<file path="config.mk">
export PLATFORM = sky130hd
export DESIGN_NAME = dram_cache_miss_handler
export DESIGN_NICKNAME = d
export VERILOG_FILES = /design/src/rtl/dram_cache_miss_handler.sv
export SDC_FILE = /design/constraint.sdc
export NUM_CORES = 1
export LEC_CHECK = 0
export BUFFER_PORTS_ARGS = -buffer_cell sky130_fd_sc_hd__buf_2
export CORE_MARGIN = 3
export CORE_UTILIZATION = 55
export DETAILED_ROUTE_END_ITERATION = 6
export PLACE_DENSITY_LB_ADDON = 0.25
export SLEW_MARGIN = 20
export SYNTH_ARGS = -nofsm -noshare
export SYNTH_HDL_FRONTEND = slang
export SYNTH_SLANG_ARGS = --single-unit
</file>
<file path="constraint.sdc">
create_clock -name clk -period 23 [get_ports clk]
set_clock_uncertainty 0.1 [all_clocks]
set_input_delay 1.15 -clock clk [delete_from_list [all_inputs] [get_ports clk]]
set_output_delay 1.15 -clock clk [all_outputs]
set_load 0.02 [all_outputs]
</file>
<file path="src/rtl/dram_cache_miss_handler.sv">
`default_nettype none
// ============================================================================
// Module   : dram_cache_miss_handler
// Purpose  : Returns read-hit data and write acks, tracks read misses in an
//            MSHR file, fetches lines from backing memory and emits fills.
// Revision : 1.0 - initial release
// ============================================================================
module dram_cache_miss_handler #(
    parameter int ADDR_WIDTH = 64,
    parameter int ID_WIDTH   = 16,
    parameter int LINE_WIDTH = 72,
    parameter int MSHR_DEPTH = 4,
    parameter int MID_WIDTH  = $clog2(MSHR_DEPTH)
) (
    input  logic                  clk,
    input  logic                  rst,
    input  logic                  res_valid_i,
    output logic                  res_ready_o,
    input  logic                  res_write_i,
    input  logic                  res_hit_i,
    input  logic [ID_WIDTH-1:0]   res_id_i,
    input  logic [ADDR_WIDTH-1:0] res_addr_i,
    input  logic [LINE_WIDTH-1:0] res_data_i,
    output logic [ID_WIDTH-1:0]   rid_o,
    output logic [LINE_WIDTH-1:0] rdata_o,
    output logic                  rvalid_o,
    input  logic                  rready_i,
    output logic [ID_WIDTH-1:0]   bid_o,
    output logic                  bvalid_o,
    input  logic                  bready_i,
    output logic [MID_WIDTH-1:0]  mem_arid_o,
    output logic [ADDR_WIDTH-1:0] mem_araddr_o,
    output logic                  mem_arvalid_o,
    input  logic                  mem_arready_i,
    input  logic [MID_WIDTH-1:0]  mem_rid_i,
    input  logic [LINE_WIDTH-1:0] mem_rdata_i,
    input  logic                  mem_rvalid_i,
    output logic                  mem_rready_o,
    output logic                  fill_valid_o,
    output logic [ADDR_WIDTH-1:0] fill_addr_o,
    output logic [LINE_WIDTH-1:0] fill_data_o,
    output logic                  err_o
);

    typedef enum logic [1:0] {
        ST_FREE    = 2'd0,
        ST_PEND_AR = 2'd1,
        ST_WAIT_R  = 2'd2
    } mshr_state_t;

    mshr_state_t           r_state [MSHR_DEPTH];
    logic [ID_WIDTH-1:0]   r_id    [MSHR_DEPTH];
    logic [ADDR_WIDTH-1:0] r_addr  [MSHR_DEPTH];

    logic                  r_rvalid;
    logic [ID_WIDTH-1:0]   r_rid;
    logic [LINE_WIDTH-1:0] r_rdata;
    logic                  r_bvalid;
    logic [ID_WIDTH-1:0]   r_bid;
    logic                  r_arvalid;
    logic [MID_WIDTH-1:0]  r_arid;
    logic [ADDR_WIDTH-1:0] r_araddr;
    logic                  r_fill_valid;
    logic [ADDR_WIDTH-1:0] r_fill_addr;
    logic [LINE_WIDTH-1:0] r_fill_data;
    logic                  r_err;

    logic                  w_free_any;
    logic [MID_WIDTH-1:0]  w_free_idx;
    logic                  w_pend_any;
    logic [MID_WIDTH-1:0]  w_pend_idx;
    logic                  w_rfree;
    logic                  w_bfree;
    logic                  w_mem_rready;
    logic                  w_mem_hs;
    logic                  w_ret_ok;
    logic                  w_res_ready;
    logic                  w_acc;
    logic                  w_acc_hit;
    logic                  w_acc_miss;
    logic                  w_acc_wr;
    logic                  w_ar_load;

    // Descending scan leaves the lowest matching index as the winner.
    always_comb begin
        w_free_any = 1'b0;
        w_free_idx = '0;
        w_pend_any = 1'b0;
        w_pend_idx = '0;
        for (int i = MSHR_DEPTH - 1; i >= 0; i--) begin
            if (r_state[i] == ST_FREE) begin
                w_free_any = 1'b1;
                w_free_idx = MID_WIDTH'(i);
            end
            if (r_state[i] == ST_PEND_AR) begin
                w_pend_any = 1'b1;
                w_pend_idx = MID_WIDTH'(i);
            end
        end
    end

    assign w_rfree      = !r_rvalid | rready_i;
    assign w_bfree      = !r_bvalid | bready_i;
    assign w_mem_rready = w_rfree & !rst;
    assign w_mem_hs     = mem_rvalid_i & w_mem_rready;
    assign w_ret_ok     = w_mem_hs & (r_state[mem_rid_i] == ST_WAIT_R);

    // A pending memory return owns the R slot, so read hits yield to it.
    always_comb begin
        w_res_ready = 1'b0;
        if (!rst) begin
            if (res_write_i)
                w_res_ready = w_bfree;
            else if (res_hit_i)
                w_res_ready = w_rfree & !mem_rvalid_i;
            else
                w_res_ready = w_free_any;
        end
    end

    assign w_acc      = res_valid_i & w_res_ready;
    assign w_acc_wr   = w_acc & res_write_i;
    assign w_acc_hit  = w_acc & !res_write_i & res_hit_i;
    assign w_acc_miss = w_acc & !res_write_i & !res_hit_i;
    assign w_ar_load  = (!r_arvalid | mem_arready_i) & w_pend_any;

    always_ff @(posedge clk) begin
        if (rst) begin
            for (int i = 0; i < MSHR_DEPTH; i++) begin
                r_state[i] <= ST_FREE;
                r_id[i]    <= '0;
                r_addr[i]  <= '0;
            end
            r_rvalid     <= 1'b0;
            r_rid        <= '0;
            r_rdata      <= '0;
            r_bvalid     <= 1'b0;
            r_bid        <= '0;
            r_arvalid    <= 1'b0;
            r_arid       <= '0;
            r_araddr     <= '0;
            r_fill_valid <= 1'b0;
            r_fill_addr  <= '0;
            r_fill_data  <= '0;
            r_err        <= 1'b0;
        end else begin
            // Allocation, AR issue and return act on entries in distinct states.
            if (w_acc_miss) begin
                r_state[w_free_idx] <= ST_PEND_AR;
                r_id[w_free_idx]    <= res_id_i;
                r_addr[w_free_idx]  <= res_addr_i;
            end

            if (w_ar_load) begin
                r_state[w_pend_idx] <= ST_WAIT_R;
                r_arvalid           <= 1'b1;
                r_arid              <= w_pend_idx;
                r_araddr            <= r_addr[w_pend_idx];
            end else if (mem_arready_i) begin
                r_arvalid <= 1'b0;
            end

            if (w_ret_ok)
                r_state[mem_rid_i] <= ST_FREE;

            if (w_mem_hs && !w_ret_ok)
                r_err <= 1'b1;

            if (w_ret_ok) begin
                r_rvalid <= 1'b1;
                r_rid    <= r_id[mem_rid_i];
                r_rdata  <= mem_rdata_i;
            end else if (w_acc_hit) begin
                r_rvalid <= 1'b1;
                r_rid    <= res_id_i;
                r_rdata  <= res_data_i;
            end else if (rready_i) begin
                r_rvalid <= 1'b0;
            end

            r_fill_valid <= w_ret_ok;
            if (w_ret_ok) begin
                r_fill_addr <= r_addr[mem_rid_i];
                r_fill_data <= mem_rdata_i;
            end

            if (w_acc_wr) begin
                r_bvalid <= 1'b1;
                r_bid    <= res_id_i;
            end else if (bready_i) begin
                r_bvalid <= 1'b0;
            end
        end
    end

    assign res_ready_o   = w_res_ready;
    assign mem_rready_o  = w_mem_rready;
    assign rvalid_o      = r_rvalid;
    assign rid_o         = r_rid;
    assign rdata_o       = r_rdata;
    assign bvalid_o      = r_bvalid;
    assign bid_o         = r_bid;
    assign mem_arvalid_o = r_arvalid;
    assign mem_arid_o    = r_arid;
    assign mem_araddr_o  = r_araddr;
    assign fill_valid_o  = r_fill_valid;
    assign fill_addr_o   = r_fill_addr;
    assign fill_data_o   = r_fill_data;
    assign err_o         = r_err;

endmodule
`default_nettype wire

</file>
Word level (Yosys, flattened, before mapping) --
Memories as Yosys holds them, arrays and structs flattened. A register that Yosys moved wholly into a read port is not among the register bits. Index checks and enable logic that the tools add are counted.
Storage, ports and cells: memories kept 3, bits in latches 0, bits in writable memories 328, bits in read-only memories 0, word-level logic and storage cells 109, register bits 183
Operators by class: add/sub/neg operators 0, $lt $le $gt $ge 0, shift-type cells 0, mux-type cells 56, divide/modulo/power cells 0, reduce and logical (&&, ||, !) cells 22, bitwise gates (word level) 13, eq/ne operators 5, multiply operators 0
Memories:
- r_addr | depth 4, bits a word 64, rd ports 2, clocked after memory_dff 2, wr ports 4, RTL line 53 | logic [ADDR_WIDTH-1:0] r_addr [MSHR_DEPTH];
- r_id | depth 4, bits a word 16, rd ports 1, clocked after memory_dff 0, wr ports 4, RTL line 52 | logic [ID_WIDTH-1:0] r_id [MSHR_DEPTH];
- r_state | depth 4, bits a word 2, rd ports 5, clocked after memory_dff 0, wr ports 4, RTL line 51 | mshr_state_t r_state [MSHR_DEPTH];
Operators with widths (number):
- 72-bit two-way mux | 2
- 64-bit two-way mux | 1
- 64-bit OR reduction | 1
- 16-bit two-way mux | 3
- 1-bit two-way mux | 34
- 2-bit two-way mux | 16
- 16-bit OR reduction | 1
- 1-bit bitwise AND | 10
- 2-bit by 1-bit equality test with 1-bit output, second input constant | 4
- 1-bit zero test | 8
- 2-bit zero test | 4
- 2-bit nonzero test | 3
- 2-bit OR reduction | 3
- 1-bit bitwise OR | 3
- 3-bit nonzero test | 1
- 2-bit equality test, second input constant | 1
- 1-bit logical AND | 1

Depth between registers and ports, before layout --
Gate-level depths: netlist (run 1).
depth after elaboration 16, depth in mapped cells 8

Least setup slack after synthesis (run 1) --
No wires, ideal clock.
path type input to register, start input port rst, end memory r_addr[3][0] (enable), data arrival time 10210 ps, setup time 736 ps, stages 4, slack 11954 ps, cells stage by stage or4b_1 buf_2 or2_2 o41ai_1
RTL lines:
- from (decl) | RTL line 16 | input logic rst,
- to (decl) | RTL line 53

==> metrics.txt, run 1 <==
# TYPE chip_impl_metric gauge
chip_impl_metric{name="grt.total_usage",unit="%"} 34.2
chip_impl_info{name="ys_top_cells_by_area",value="sky130_fd_sc_hd__edfxtp_1 35%, sky130_fd_sc_hd__dfxtp_1 23%, sky130_fd_sc_hd__and2_1 7.3%"} 1
chip_impl_metric{name="finalWirelength",unit="mm"} 94.0
chip_impl_metric{name="dr_total_vias",unit=""} 22900
chip_impl_metric{name="total_grt_overflow",unit=""} 0
chip_impl_metric{name="gp_routability_congestion",unit=""} 0.962
chip_impl_metric{name="die_x",unit="µm"} 230
chip_impl_info{name="worst_setup_path_startpoint",value="rst"} 1
chip_impl_metric{name="period_minus_slack",unit="ns"} 4.19
chip_impl_metric{name="ctsLongestPathBuffers",unit=""} 3
chip_impl_metric{name="count_of_fill_cells_added_during_filler_insertion",unit=""} 3764
chip_impl_info{name="crit_type",value="primary input to register"} 1
chip_impl_metric{name="synthesis.nets",unit=""} 2713
chip_impl_metric{name="ctsResizeCount",unit=""} 0
chip_impl_metric{name="final.setup.tns",unit="ns"} 0
chip_impl_metric{name="num_rows",unit=""} 81
chip_impl_metric{name="detail_route.wl_per_cell",unit="µm"} 25.9
chip_impl_metric{name="number_of_primary_i_o_pins",unit=""} 548
chip_impl_metric{name="nNetsFinal",unit=""} 3116
chip_impl_metric{name="max_freq",unit="GHz"} 0.239
chip_impl_metric{name="starting_density_of_the_core",unit="%"} 56.1
chip_impl_metric{name="yosysWarnings",unit=""} 0
chip_impl_metric{name="crit_fanout",unit=""} 96
chip_impl_info{name="synth.most_common_cell",value="sky130_fd_sc_hd__and2_1"} 1
chip_impl_metric{name="post_route_ant_nets",unit=""} 0
chip_impl_metric{name="cts_made_buffers",unit=""} 66
chip_impl_metric{name="ys_ff_latch",unit=""} 639
chip_impl_metric{name="p_leak",unit="nW"} 13.3
chip_impl_metric{name="critPathRequiredTime",unit="ns"} 23.10
chip_impl_metric{name="final_layout_size_suffix_gt1_share",unit="%"} 26.5
chip_impl_metric{name="initial_antenna_violation_count",unit=""} 38
chip_impl_metric{name="number_of_library_cell_types_mapped_by_synthesis",unit=""} 40
chip_impl_metric{name="worst_setup_hold_path_clk_slew",unit="ns"} 0.06
chip_impl_info{name="hold_removal_path_class",value="register to register"} 1
chip_impl_info{name="crit_path_top_delay_cell",value="sky130_fd_sc_hd__buf_4"} 1
chip_impl_metric{name="synth_enable_flop_cells",unit=""} 320
chip_impl_metric{name="dpl.cell_count",unit=""} 3476
chip_impl_metric{name="pin_count_of_the_biggest_net_entering_global_routing",unit=""} 119
chip_impl_info{name="critical_path.reg2reg.endpoint",value="fill_addr_o[58]$_SDFFE_PP0P_"} 1
chip_impl_info{name="run_status",value="completed"} 1
chip_impl_metric{name="first_global_vias",unit=""} 22500
chip_impl_metric{name="ys_async_sr_fraction",unit="%"} 0
chip_impl_metric{name="maxSlewViolCount",unit=""} 0
chip_impl_metric{name="finalSetupViolCount",unit=""} 0
chip_impl_info{name="critPathCapture",value="r_addr[2][35]$_SDFFCE_PN0P_"} 1
chip_impl_metric{name="post-dp-hpwl",unit="mm"} 56.9
chip_impl_info{name="cts_root_buf",value="sky130_fd_sc_hd__clkbuf_16"} 1
chip_impl_info{name="synth.cells.most_frequent",value="321 x sky130_fd_sc_hd__and2_1, 320 x sky130_fd_sc_hd__edfxtp_1, 319 x sky130_fd_sc_hd__dfxtp_1"} 1
chip_impl_metric{name="slew_headroom",unit="%"} 22.0
chip_impl_info{name="worst_r2r_startpoint",value="r_state[1][1]$_SDFFE_PP0P_"} 1
chip_impl_metric{name="rr_worst_depth",unit=""} 5
chip_impl_metric{name="dieHeight",unit="µm"} 230
chip_impl_metric{name="post_layout_nonfiller_instances",unit=""} 3623
chip_impl_metric{name="power_density",unit="nW/µm²"} 76.3
chip_impl_metric{name="mappedNetlistArea",unit="µm²"} 27600
chip_impl_info{name="ys.flop_type",value="sky130_fd_sc_hd__edfxtp_1"} 1
chip_impl_metric{name="worst-r2r-setup-slack",unit="ns"} 19.60
chip_impl_info{name="cts_tree",value="done"} 1
chip_impl_metric{name="ctsHtreeMaxLevel",unit=""} 3
chip_impl_info{name="critical_path_cell_list",value="buf_8 > or4b_1 > or2_2 > o21ai_4 > buf_4"} 1
chip_impl_metric{name="clk-insertion-delay-late",unit="ns"} 0.59
chip_impl_metric{name="clk_sink_count",unit=""} 639
chip_impl_metric{name="cts-hold-fix-buffers",unit=""} 0
chip_impl_metric{name="area_growth_syn_to_layout",unit="%"} 19.0
chip_impl_metric{name="critPathArrivalTime",unit="ns"} 4.29
chip_impl_metric{name="final_min_period_over_clock_period",unit="%"} 18.2
chip_impl_metric{name="peakVddDrop",unit="mV"} 0.0522
chip_impl_info{name="synth_top_cell_by_area",value="sky130_fd_sc_hd__edfxtp_1"} 1
chip_impl_metric{name="floorplan.die_area",unit="µm²"} 52900
chip_impl_info{name="worstSetupStartpointType",value="primary input"} 1
chip_impl_metric{name="vias_per_cell",unit=""} 6.33
chip_impl_metric{name="critical_path.max_stage_delay",unit="ns"} 0.94
chip_impl_metric{name="first_pass_grt_wire_length",unit="mm"} 139
chip_impl_metric{name="drt_iter0_markers",unit=""} 2701
chip_impl_metric{name="first_pass_iters",unit=""} 6
chip_impl_metric{name="synth.top_cell.area_share",unit="%"} 34.8
chip_impl_metric{name="postSynthAreaPerCell",unit="µm²"} 11.1
chip_impl_metric{name="yosysSeqAreaShare",unit="%"} 57.9
chip_impl_info{name="worstSetupEndpointType",value="register"} 1
chip_impl_metric{name="hold_viol",unit=""} 0
chip_impl_metric{name="post_synth_inst_count",unit=""} 2478
chip_impl_metric{name="drc",unit=""} 0
chip_impl_metric{name="design.core.area",unit="µm²"} 49300
chip_impl_metric{name="worstMarginPinSlew",unit="ns"} 1.17
chip_impl_metric{name="buffers_inserted_during_post_cts_setup_optimization",unit=""} 0
chip_impl_metric{name="numPortBuffers",unit=""} 547
chip_impl_info{name="rsz0062_at_grt",value="no"} 1
chip_impl_metric{name="drv.max_cap_violation_count",unit=""} 0
[routing by layer]
layer / share of wire [%] / track usage (%) / vias up
met5: 0.070 / 0 / -
met2: 49 / 55.6 / 1438
met1: 36 / 43.3 / 11300
met4: 5.2 / 18.0 / 10
li1: - / - / 9951
met3: 9.9 / 7.23 / 253
[where the power goes]
| group | total, W | internal, W | switching (W) |
|---|---|---|---|
| Clock | 0.00109 | 0.000640 | 0.000446 |
| Sequential | 0.00125 | 0.00123 | 0.0000196 |
| Combinational | 0.000173 | 0.0000600 | 0.000113 |
[worst min path at each step]
stage | to | from | depth (start not counted) | slack, ns
after detailed placement | bid_o[12]$_SDFFE_PP0P_ | bid_o[12]$_SDFFE_PP0P_ | 2 | 0.34
final | bid_o[12]$_SDFFE_PP0P_ | bid_o[12]$_SDFFE_PP0P_ | 2 | 0.35
after CTS | bid_o[12]$_SDFFE_PP0P_ | bid_o[12]$_SDFFE_PP0P_ | 2 | 0.35
after global placement | err_o$_SDFFE_PP0P_ | err_o$_SDFFE_PP0P_ | 2 | 0.34
after global routing | bid_o[12]$_SDFFE_PP0P_ | bid_o[12]$_SDFFE_PP0P_ | 2 | 0.37
after floorplan | r_state[3][1]$_SDFFE_PP0P_ | r_state[3][1]$_SDFFE_PP0P_ | 2 | 0.41
[registers in the layout, summed over array words and instances, names as in the netlist, 2 cells and up]
signal	cells
r_state	8
r_id	64
fill_addr_o	64
r_addr	256
rid_o	16
mem_araddr_o	64
rdata_o	72
bid_o	16
fill_data_o	72
mem_arid_o	2
[layout by cell type (no fill, tap or decap), drive strengths merged, types with 14 or more instances in the layout]
| master | n |
|---|---|
| a211oi | 90 |
| a21oi | 223 |
| a41oi | 65 |
| and2 | 321 |
| buf | 576 |
| clkbuf | 103 |
| dfxtp | 319 |
| diode | 28 |
| edfxtp | 320 |
| mux2i | 88 |
| mux4 | 82 |
| nand2 | 161 |
| nand2b | 14 |
| nand3 | 138 |
| nor3 | 93 |
| o21ai | 266 |
[critical path: cells and delay by family]
kind,cells,cell delay (ns)
buffers and inverters,2,1.21
AOI/OAI and AO/OA,1,0.61
and+or+nand+nor,2,1.25
[final cells by class]
| cell class | instances | area [µm²] | share of cell area (%) |
|---|---|---|---|
| Tap cell | 664 | 831 | 2.53 |
| Multi-Input combinational cell | 1593 | 10800 | 32.7 |
| Inverter | 5 | 18.8 | 0.0571 |
| Clock inverter | 15 | 149 | 0.453 |
| Timing Repair Buffer | 576 | 3000 | 9.14 |
| Antenna cell | 28 | 70.1 | 0.213 |
| Clock buffer | 103 | 2030 | 6.17 |
| Sequential cell | 639 | 16000 | 48.7 |
[cells by family after synthesis]
logic type	after synthesis	synth area share, %
AND/OR/NAND/NOR	761	14.8
buffers and inverters	246	3.54
flip-flops	639	57.9
AO/OA/AOI/OAI	662	13.9
multiplexers	170	9.88
[per-stage QoR]
step	util, %	area [µm²]	hold slack [ns]	setup slack [ns]	power, W
6_report	66.7	32900	0.355	18.81	0.00251
3_5_place_dp	62.1	30600	0.344	18.03	0.00144
3_3_place_gp	62.1	30600	0.343	18.06	0.00144
2_1_floorplan	-	27600	0.410	11.95	0.00136
4_1_cts	66.5	32700	0.353	18.64	0.00251
5_1_grt	66.7	32800	0.374	18.69	0.00257
Note: power is estimated with default switching activity, not from simulation.
==> run 2, diff against run 1 <==
ABC_AREA = 1   (was unset)
clock period = 4.3 ns   (was 23 ns; I/O delays follow)
==> metrics.txt, run 2 <==
# TYPE chip_impl_metric gauge
chip_impl_metric{name="ctsHtreeMaxLevel",unit=""} 3
chip_impl_metric{name="first_global_vias",unit=""} 24500
chip_impl_info{name="ys_top_cells_by_area",value="sky130_fd_sc_hd__edfxtp_1 37%, sky130_fd_sc_hd__dfxtp_1 25%, sky130_fd_sc_hd__nand2_1 9.4%"} 1
chip_impl_metric{name="crit_fanout",unit=""} 76
chip_impl_metric{name="area_growth_syn_to_layout",unit="%"} 29.3
chip_impl_metric{name="final_core_utilization",unit="%"} 73.0
chip_impl_metric{name="drt_iter0_markers",unit=""} 3090
chip_impl_metric{name="post_synth_inst_count",unit=""} 2860
chip_impl_metric{name="ys_ff_latch",unit=""} 639
chip_impl_metric{name="first_pass_iters",unit=""} 6
chip_impl_metric{name="first_pass_grt_wire_length",unit="mm"} 137
chip_impl_info{name="run_status",value="completed"} 1
chip_impl_info{name="timing.critical_path.max_delay_family",value="buffers and inverters"} 1
chip_impl_metric{name="cts-hold-fix-buffers",unit=""} 231
chip_impl_info{name="mostFrequentLayoutCell",value="sky130_fd_sc_hd__nand2_1"} 1
chip_impl_metric{name="critPathArrivalTime",unit="ns"} 4.15
chip_impl_metric{name="yosysSeqAreaShare",unit="%"} 61.7
chip_impl_metric{name="placed_cell_area",unit="µm²"} 29100
chip_impl_metric{name="finalSetupViolCount",unit=""} 0
chip_impl_metric{name="synth_enable_flop_cells",unit=""} 320
chip_impl_metric{name="post-dp-hpwl",unit="mm"} 53.0
chip_impl_info{name="ys.flop_type",value="sky130_fd_sc_hd__edfxtp_1"} 1
chip_impl_metric{name="final_min_period_over_clock_period",unit="%"} 86.4
chip_impl_metric{name="numPortBuffers",unit=""} 547
chip_impl_info{name="crit_type",value="primary input to register"} 1
chip_impl_info{name="worstSetupStartpointType",value="primary input"} 1
chip_impl_metric{name="worst_setup_hold_path_clk_slew",unit="ns"} 0.07
chip_impl_metric{name="seq_power_share",unit="%"} 49.2
chip_impl_info{name="synth.cells.most_frequent",value="653 x sky130_fd_sc_hd__nand2_1, 550 x sky130_fd_sc_hd__nor2_1, 320 x sky130_fd_sc_hd__edfxtp_1"} 1
chip_impl_metric{name="power_density",unit="nW/µm²"} 409
chip_impl_metric{name="cts_made_buffers",unit=""} 67
chip_impl_metric{name="critPathRequiredTime",unit="ns"} 4.73
chip_impl_metric{name="dr_total_vias",unit=""} 24800
chip_impl_metric{name="critical_path.n_buffers_inverters",unit=""} 7
chip_impl_metric{name="critical_path.max_stage_delay",unit="ns"} 0.63
chip_impl_metric{name="intPower",unit="W"} 0.0104
chip_impl_metric{name="number_of_library_cell_types_mapped_by_synthesis",unit=""} 27
chip_impl_info{name="crit_path_top_delay_cell",value="sky130_fd_sc_hd__buf_4"} 1
chip_impl_metric{name="floorplan.die_area",unit="µm²"} 49800
chip_impl_metric{name="ys_async_sr_fraction",unit="%"} 0
chip_impl_metric{name="synthesis.nets",unit=""} 3095
chip_impl_metric{name="nNetsFinal",unit=""} 3777
chip_impl_metric{name="vias_per_cell",unit=""} 5.92
chip_impl_info{name="critical_path_cell_list",value="dlygate4sd3_1 > buf_2 > nor2_4 > dlygate4sd3_1 > inv_2 > o21ai_1 > nor2_1 > nand3_4 > inv_4 > buf_4 > nand2_1 > nand2_1 > dlygate4sd3_1 > nor2_1 > nor2_1"} 1
chip_impl_metric{name="initial_antenna_violation_count",unit=""} 6
chip_impl_metric{name="largest_register_ffs",unit=""} 256
chip_impl_metric{name="die_x",unit="µm"} 223
chip_impl_metric{name="dieHeight",unit="µm"} 223
chip_impl_metric{name="gp_routability_congestion",unit=""} 0.981
chip_impl_metric{name="number_of_primary_i_o_pins",unit=""} 548
chip_impl_metric{name="total_switching_power",unit="W"} 0.00329
chip_impl_metric{name="final_layout_size_suffix_gt1_share",unit="%"} 19.6
chip_impl_metric{name="clk-insertion-delay-late",unit="ns"} 0.59
chip_impl_info{name="rsz0062_at_grt",value="no"} 1
chip_impl_metric{name="slew_headroom",unit="%"} 20.8
chip_impl_metric{name="p_sw_share",unit="%"} 24.0
chip_impl_metric{name="pin_count_of_the_biggest_net_entering_global_routing",unit=""} 172
chip_impl_info{name="cts_root_buf",value="sky130_fd_sc_hd__clkbuf_16"} 1
chip_impl_info{name="cts_tree",value="done"} 1
chip_impl_metric{name="grt.total_usage",unit="%"} 35.1
chip_impl_metric{name="final.setup.tns",unit="ns"} 0
chip_impl_metric{name="yosysWarnings",unit=""} 0
chip_impl_info{name="hold_removal_path_class",value="primary input to register"} 1
chip_impl_metric{name="synth.top_cell.area_share",unit="%"} 37.0
chip_impl_metric{name="period_minus_slack",unit="ns"} 3.71
chip_impl_metric{name="total_grt_overflow",unit=""} 0
chip_impl_metric{name="share_clk_of_total_power",unit="%"} 41.6
chip_impl_metric{name="buffers_inserted_during_post_cts_setup_optimization",unit=""} 0
chip_impl_metric{name="power",unit="W"} 0.0137
chip_impl_metric{name="clk_sink_count",unit=""} 639
chip_impl_metric{name="num_rows",unit=""} 78
chip_impl_metric{name="postSynthAreaPerCell",unit="µm²"} 9.07
chip_impl_metric{name="drc",unit=""} 0
chip_impl_metric{name="post_route_ant_nets",unit=""} 0
chip_impl_metric{name="p_leak",unit="nW"} 14.8
chip_impl_metric{name="fin_area",unit="µm²"} 33500
chip_impl_metric{name="worstMarginPinSlew",unit="ns"} 1.19
chip_impl_metric{name="mappedNetlistArea",unit="µm²"} 25900
chip_impl_metric{name="hold_viol",unit=""} 0
chip_impl_info{name="synth_top_cell_by_area",value="sky130_fd_sc_hd__edfxtp_1"} 1
chip_impl_metric{name="design.core.area",unit="µm²"} 46000
chip_impl_info{name="layout.cells.most_common_list",value="649 x sky130_fd_sc_hd__nand2_1, 548 x sky130_fd_sc_hd__nor2_1, 546 x sky130_fd_sc_hd__buf_2"} 1
chip_impl_metric{name="detail_route.wl_per_cell",unit="µm"} 21.8
chip_impl_metric{name="finalWirelength",unit="mm"} 91.5
chip_impl_metric{name="peakVddDrop",unit="mV"} 0.314
chip_impl_metric{name="starting_density_of_the_core",unit="%"} 56.4
chip_impl_metric{name="count_of_fill_cells_added_during_filler_insertion",unit=""} 3219
chip_impl_info{name="worstSetupEndpointType",value="register"} 1
chip_impl_metric{name="comb_power_share",unit="%"} 9.2
chip_impl_metric{name="drv.max_cap_violation_count",unit=""} 0
chip_impl_metric{name="maxSlewViolCount",unit=""} 0
chip_impl_metric{name="ctsResizeCount",unit=""} 0
chip_impl_metric{name="max_freq",unit="GHz"} 0.269
chip_impl_metric{name="ctsLongestPathBuffers",unit=""} 3
chip_impl_info{name="synth.most_common_cell",value="sky130_fd_sc_hd__nand2_1"} 1
chip_impl_info{name="largest_register",value="r_addr"} 1
-- run 2: metal layers --
layer / GRT usage [%] / vias up / share of wire [%]
li1: - / 11000 / -
met4: 17.0 / 4 / 4.6
met1: 44.4 / 11700 / 36
met5: 0 / - / 0.029
met2: 56.5 / 1783 / 47
met3: 8.87 / 323 / 12
-- run 2: cell type report --
type	count	area [µm²]	share of cell area [%]
diodes	5	12.5	0.0373
repair buffers	817	5450	16.2
multi-input cells	1905	8750	26.1
clock inverters	25	234	0.697
well taps	600	751	2.24
inverters	112	433	1.29
flip-flops and latches	639	16000	47.7
clock buffers	95	1920	5.71
-- run 2: path summary, 6_finish.rpt --
kind | startpoint | endpoint | slack (ns) | cells past startpoint
setup reg to reg | r_state[1][0]$_SDFFE_PP0P_ | r_addr[3][4]$_DFFE_PP_ | 0.98 | 10
hold reg to reg | fill_addr_o[12]$_SDFFE_PP0P_ | fill_addr_o[12]$_SDFFE_PP0P_ | 0.36 | 2
hold / removal | rready_i | rvalid_o$_SDFFE_PP0P_ | 0.07 | 6
setup / recovery | mem_rid_i[1] | rdata_o[46]$_SDFFE_PP0P_ | 0.59 | 15
-- run 2: power groups by stage --
stage	Sequential (W)	Clock, W	Combinational (W)
floorplan	0.00696	0	0.000472
global placement	0.00685	0	0.00103
detailed placement	0.00686	0	0.00105
CTS	0.00674	0.00573	0.00123
global route	0.00676	0.00598	0.00134
finish	0.00674	0.00571	0.00126
-- run 2: worst reg2reg max path, stage by stage, from the launching register on --
cell and delay, ns:
sky130_fd_sc_hd__dfxtp_1 0.34, sky130_fd_sc_hd__nor2_2 0.23, sky130_fd_sc_hd__nor2_1 0.09, sky130_fd_sc_hd__nand2_1 0.09
sky130_fd_sc_hd__nand2_1 0.05, sky130_fd_sc_hd__nand2_1 0.06, sky130_fd_sc_hd__nand4_1 0.16, sky130_fd_sc_hd__nor2_1 0.61
sky130_fd_sc_hd__nand3_1 0.32, sky130_fd_sc_hd__nand2_4 0.60, sky130_fd_sc_hd__buf_4 0.35
-- run 2: kinds of logic (layout without fill, tap and decap cells) --
logic type | Yosys count | in the layout | synth area share, %
buffers and inverters | 316 | 1049 | 5.01
AOI/OAI and AO/OA | 601 | 601 | 13.9
other | 0 | 5 | 0
DFF | 639 | 639 | 61.7
and+or+nand+nor | 1304 | 1304 | 19.4
-- run 2: stage by stage --
stage	instances	hold WS [ns]	setup slack, ns
finish	4198	0.0657	0.585
global route	4197	0.0933	0.515
global placement	3842	0.350	1.05
detailed placement	3842	0.353	0.994
floorplan	2860	0.279	0.504
CTS	4193	0.0104	0.809
